## config.mk

```make
export PLATFORM = sky130hd
export DESIGN_NAME = fetch_queue
export DESIGN_NICKNAME = d
export VERILOG_FILES = /design/src/rtl/fetch_queue_pkg.sv /design/src/rtl/fetch_queue_sync_fifo.sv /design/src/rtl/fetch_queue.sv
export SDC_FILE = /design/constraint.sdc
export NUM_CORES = 1
export LEC_CHECK = 0
export CAP_MARGIN = 20
export CORE_UTILIZATION = 55
export CTS_BUF_LIST = sky130_fd_sc_hd__clkbuf_8 sky130_fd_sc_hd__clkbuf_16
export DETAILED_ROUTE_END_ITERATION = 7
export PLACE_DENSITY = 0.8
export SLEW_MARGIN = 40
export SYNTH_ARGS = -nofsm -noshare
export SYNTH_HDL_FRONTEND = slang
export SYNTH_SLANG_ARGS = --single-unit
```

## constraint.sdc

```tcl
create_clock -name clk -period 4.2 [get_ports clk]
set_input_delay 0.42 -clock clk [delete_from_list [all_inputs] [get_ports clk]]
set_output_delay 0.42 -clock clk [all_outputs]
set_load 0.01 [all_outputs]
```

## src/rtl/fetch_queue_pkg.sv

```systemverilog
// Shared CPU constants and the fetch-buffer entry layout used by the prefetch stage.
package fetch_queue_pkg;

    localparam int XLEN = 32;
    localparam int INSTR_BYTES = 4;
    localparam logic [XLEN-1:0] DEFAULT_RESET_PC = 32'h0000_0000;

    typedef struct packed {
        logic [XLEN-1:0] pc;
        logic [XLEN-1:0] instr;
    } fetch_entry_t;

    // Sequential fetch address; wraps naturally at 2^32.
    function automatic logic [XLEN-1:0] next_pc(input logic [XLEN-1:0] cur);
        return cur + XLEN'(INSTR_BYTES);
    endfunction

endpackage

```

## src/rtl/fetch_queue_sync_fifo.sv

```systemverilog
// Generic synchronous FIFO with clear, push/pop, occupancy count and full/empty flags.
module sync_fifo
    import fetch_queue_pkg::*;
#(
    parameter int WIDTH = 64,
    parameter int DEPTH = 4
) (
    input  logic                     clk,
    input  logic                     reset,
    input  logic                     clear,
    input  logic                     push,
    input  logic                     pop,
    input  logic [WIDTH-1:0]         wdata,
    output logic [WIDTH-1:0]         rdata,
    output logic [$clog2(DEPTH):0]   count,
    output logic                     full,
    output logic                     empty
);

    localparam int AW = $clog2(DEPTH);
    localparam int CW = AW + 1;

    logic [WIDTH-1:0] mem_q [DEPTH];
    logic [WIDTH-1:0] mem_d [DEPTH];
    logic [AW-1:0]    rd_ptr_q, rd_ptr_d;
    logic [AW-1:0]    wr_ptr_q, wr_ptr_d;
    logic [CW-1:0]    count_q, count_d;
    logic             do_push_s;
    logic             do_pop_s;

    assign empty = (count_q == {CW{1'b0}});
    assign full  = (count_q == CW'(DEPTH));
    assign count = count_q;
    assign rdata = mem_q[rd_ptr_q];

    // A pop frees the head slot, so a full FIFO may still accept a push alongside it.
    assign do_pop_s  = pop & ~empty;
    assign do_push_s = push & (~full | do_pop_s);

    // Next-state for pointers, occupancy and storage.
    always_comb begin
        mem_d    = mem_q;
        rd_ptr_d = rd_ptr_q;
        wr_ptr_d = wr_ptr_q;
        count_d  = count_q;
        if (clear) begin
            rd_ptr_d = {AW{1'b0}};
            wr_ptr_d = {AW{1'b0}};
            count_d  = {CW{1'b0}};
        end else begin
            if (do_push_s) begin
                mem_d[wr_ptr_q] = wdata;
                wr_ptr_d        = wr_ptr_q + AW'(1);
            end else begin
                wr_ptr_d = wr_ptr_q;
            end
            if (do_pop_s) begin
                rd_ptr_d = rd_ptr_q + AW'(1);
            end else begin
                rd_ptr_d = rd_ptr_q;
            end
            case ({do_push_s, do_pop_s})
                2'b10:   count_d = count_q + CW'(1);
                2'b01:   count_d = count_q - CW'(1);
                default: count_d = count_q;
            endcase
        end
    end

    // Control state register.
    always_ff @(posedge clk) begin
        if (reset) begin
            rd_ptr_q <= {AW{1'b0}};
            wr_ptr_q <= {AW{1'b0}};
            count_q  <= {CW{1'b0}};
        end else begin
            rd_ptr_q <= rd_ptr_d;
            wr_ptr_q <= wr_ptr_d;
            count_q  <= count_d;
        end
    end

    // Entry storage; contents are don't-care while not counted as occupied.
    always_ff @(posedge clk) begin
        mem_q <= mem_d;
    end

endmodule

```

## src/rtl/fetch_queue.sv

```systemverilog
// Instruction prefetch stage: owns the fetch PC, reads the ROM and buffers {pc, instr} for decode.
module fetch_queue
    import fetch_queue_pkg::*;
#(
    parameter int              DEPTH    = 4,
    parameter logic [XLEN-1:0] RESET_PC = DEFAULT_RESET_PC
) (
    input  logic                    clk,
    input  logic                    reset,
    output logic [XLEN-1:0]         rom_address,
    input  logic [XLEN-1:0]         rom_data,
    input  logic                    PCSrc,
    input  logic [XLEN-1:0]         branch_target,
    output logic                    instr_valid,
    input  logic                    instr_ready,
    output logic [XLEN-1:0]         pc,
    output logic [XLEN-1:0]         instr,
    output logic [$clog2(DEPTH):0]  count
);

    localparam int CW = $clog2(DEPTH) + 1;

    logic [XLEN-1:0] fetch_pc_q, fetch_pc_d;
    logic [CW-1:0]   count_s;
    logic            full_s;
    logic            empty_s;
    logic            pop_s;
    logic            push_s;
    fetch_entry_t    wr_entry_s;
    fetch_entry_t    head_s;
    logic [2*XLEN-1:0] rdata_s;

    assign pop_s  = instr_valid & instr_ready;
    assign push_s = ~PCSrc & (~full_s | pop_s);

    assign wr_entry_s = '{pc: fetch_pc_q, instr: rom_data};
    assign head_s     = fetch_entry_t'(rdata_s);

    sync_fifo #(
        .WIDTH (2 * XLEN),
        .DEPTH (DEPTH)
    ) u_fifo (
        .clk   (clk),
        .reset (reset),
        .clear (PCSrc),
        .push  (push_s),
        .pop   (pop_s),
        .wdata (wr_entry_s),
        .rdata (rdata_s),
        .count (count_s),
        .full  (full_s),
        .empty (empty_s)
    );

    // Fetch PC: a redirect wins over sequential advance; a stalled fetch holds.
    always_comb begin
        fetch_pc_d = fetch_pc_q;
        if (PCSrc) begin
            fetch_pc_d = branch_target;
        end else if (push_s) begin
            fetch_pc_d = next_pc(fetch_pc_q);
        end else begin
            fetch_pc_d = fetch_pc_q;
        end
    end

    // Fetch PC register.
    always_ff @(posedge clk) begin
        if (reset) begin
            fetch_pc_q <= RESET_PC;
        end else begin
            fetch_pc_q <= fetch_pc_d;
        end
    end

    assign rom_address = fetch_pc_q;
    assign count       = count_s;
    assign instr_valid = ~empty_s;
    assign pc          = instr_valid ? head_s.pc    : {XLEN{1'b0}};
    assign instr       = instr_valid ? head_s.instr : {XLEN{1'b0}};

endmodule

```

==> run metrics <==
status=completed; total number of yosys warnings=0; worst-case clock skew=between 0.01 and 0.015 ns; met2 WL=12.8 mm; fraction of power spent switching nets=0.214; Bufs on Longest Clock Path=3; Slew @ Worst Pin=approximately 0.84 ns; GRT Total Usage=0.240; share of final-layout standard cells stronger than drive strength 1=0.156; worst-case vdd ir drop=approximately 0.32 mV; CTS root buf=clkbuf_16; clock sink total=around 300; nets in the synthesized netlist=a little under 800; number of hold violations in the final report=0; top sig layer=met4; Hold WC Path Type=input pin to flip-flop; number of H-tree levels=1; vias per std cell=approximately 6.1; die width=around 150 um; initial antenna violation count=0; worst hold endpoint=rom_address[10]; DRC violation total after the first TritonRoute iteration=between 600 and 700; number of hold-repair buffers added at the cts stage=0; start of the worst register-to-register path=u_fifo.count[0]; type of the worst setup path=flip-flop to output pin; setup slack after layout=0.824 ns; Post-CTS Setup Inserts=0; most repeated cell in the gate-level netlist after synthesis=edfxtp_1; final setup vio count=0; Initial Utilization=0.565; Routed wire per std cell=22.4 um; dominant cells by area after synthesis=edfxtp_1, mux4_2, dfxtp_1, and2_1, or4_1; required time of the critical path=between 3 and 4 ns; Synth-to-Final Area Change=25.7%; routed length on met3=approximately 1.9 mm; Seq/Total Area, Yosys=0.709; antenna viol nets, final=0; part of the cycle the worst path needs=0.804; Post-Synthesis Cell Area=around 12,000 um^2; placeable core region=21,200 um^2; R2R Setup Slk=approximately 1.5 ns; maximum single-stage delay on the critical path=~0.8 ns; met1 wire length=11.1 mm; synthesized area divided by synthesized cell count=17.2 um^2; worst relative slew slack=0.435; worst setup slack after placement=roughly 1.3 ns; maximum fanout along the worst path=34; slowest cell on the critical path=dfxtp_4; Distinct cells, synth=47; worst hold start=branch_target[10]; Inserted Clock Buffers=29; post-detail-place hpwl=about 16 mm; std cell rows=53; nets=943; die area=about 22,000 um^2; FF-to-FF path depth=8; number of placed I/O pins=around 170; final max-slew violation count=0; switching power of the nets=1.37 mW; Achievable Freq=just under 0.3 GHz; #FFs+latches synth=295; Ant. Diodes=0; first drt pass iteration count=5; CP Cell Sequence=buf_4, mux4_2, and2_1, clkdlybuf4s50_1; count of flip-flops with a built-in enable after synthesis=about 260; top cell type's share of synthesized area=0.644; power share of the combinational group=0.079; terminus of the critical flop-to-flop path=u_fifo.count[2]; power density normalized to cell area=approximately 430 nW/um^2; clock tree from TritonCTS=built; Clk network pwr share=0.390; grt total ovfl=0; wirelength, routed=26.1 mm; max-cap viol count=0; Post-CTS Resized=0; hold slack=around 0.46 ns; maximum number of pins on one net before global-route repair=slightly below 70; Internal=5.02 mW; post-layout util=0.710; final critical delay including setup and external delays=3.38 ns; total power of the final layout=~6.4 mW; total leakage power=between 4 and 5 nW; Arrival @ worst endpoint=between 2 and 3 ns; Async SR Flop Fraction=0; via count of the first global-routing pass=~7.1k; DRC violation count after routing=0; top_reg_cell synth=edfxtp_1; synthesized instance count=~700; clock slew seen by the registers of the worst setup and hold paths=~0.06 ns; top cell type by total area after synthesis=edfxtp_1; first-pass GRT wire length=around 40 mm; placer congestion estimate=0.911; most common library cells after synthesis=edfxtp_1, and2_1, mux4_2; unrepaired setup endpoints after global routing=no; share of power burned in registers=0.531; vertical die dimension=around 150 um; vias=about 7.1k; clock insertion delay at the later pin of the skew report=about 0.55 ns; Sum Neg Setup Slack=0 ns; startpoint class of the critical path=flip-flop; worst hold path cell count=3; Worst setup EP type=output pin; # port buffers=about 170
==> how the worst max path moves through the flow <==
stage | startpoint | to | depth (start not counted)
floorplan | PCSrc | u_fifo.mem_q[192] | 5
global placement | PCSrc | u_fifo.mem_q[231] | 3
detailed placement | PCSrc | u_fifo.count[2] | 9
CTS | u_fifo.rd_ptr_q[0] | pc[18] | 4
global route | u_fifo.rd_ptr_q[0] | pc[31] | 4
finish | u_fifo.rd_ptr_q[0] | pc[31] | 4
==> metal layers <==
layer	vias to the layer above	GRT usage
met5	-	0
met4	0	0.0643
met3	34	0.0339
met2	332	0.386
met1	3592	0.347
li1	3117	-
==> kinds of logic (layout without fill, tap and decap cells) <==
kind of cell | count (synthesis) | count (layout) | share of synthesized area
buffers and inverters | 55 | 250 | 0.0180
flip-flops | 295 | 295 | 0.709
adder cells (fa/ha/maj) | 7 | 7 | 0.00796
multiplexers | 66 | 66 | 0.122
AO/OA/AOI/OAI | 60 | 60 | 0.0379
XOR/XNOR | 12 | 12 | 0.00880
AND/OR/NAND/NOR | 200 | 200 | 0.0959
==> power by group through the flow <==
stage	Combinational [mW]	Clock [mW]	Sequential [mW]
final	0.507	2.49	3.39
after global routing	0.543	2.64	3.41
after detailed placement	0.507	0	3.45
after global placement	0.482	0	3.44
after CTS	0.512	2.53	3.39
after floorplan	0.226	0	3.43
==> sequential cells by signal, indices dropped and copies added (netlist names) <==
signal           cells
u_fifo.count         3
u_fifo.wr_ptr_q      2
u_fifo.rd_ptr_q      2
rom_address         32
u_fifo.mem_q       256
==> cell type report <==
cell class	instances	area (um^2)
tap	275	344
clock inverter	24	196
sequential	295	8480
inverter	14	52.6
multi-input combinational	345	3290
timing repair buffer	183	1930
clock buffer	29	726
fill	1308	6140
==> per-stage QoR <==
| step | area (um^2) | std cells |
|---|---|---|
| after global routing | 15000 | 1165 |
| after global placement | 13900 | 1102 |
| final | 15000 | 1165 |
| after detailed placement | 14100 | 1112 |
| after CTS | 15000 | 1165 |
| after floorplan | 11900 | 695 |
==> cells in the final DEF, fill, tap and decap left out, drive strengths merged, types with 3 or more instances in the layout <==
cell / n
a211oi: 7
a21oi: 9
a311oi: 13
and2: 67
and3: 4
and4: 3
buf: 16
bufinv: 3
clkbuf: 29
clkdlybuf4s50: 167
clkinv: 11
clkinvlp: 3
dfxtp: 39
edfxtp: 256
ha: 6
inv: 21
mux4: 64
nand2: 19
nand3: 17
nand4: 8
nor2: 33
nor3: 4
nor4: 6
o21ai: 4
o31a: 6
o31ai: 9
or2: 3
or3: 10
or4: 17
xnor2: 3
xor2: 9
==> worst max-delay path, delay by kind of cell (launching register included) <==
kind / cells / cell delay (ns)
mux: 1 / 0.52
buf+inv: 2 / 0.86
simple gates: 1 / 0.21
flops: 1 / 0.80
No activity file was read; power rests on OpenSTA's default activity.
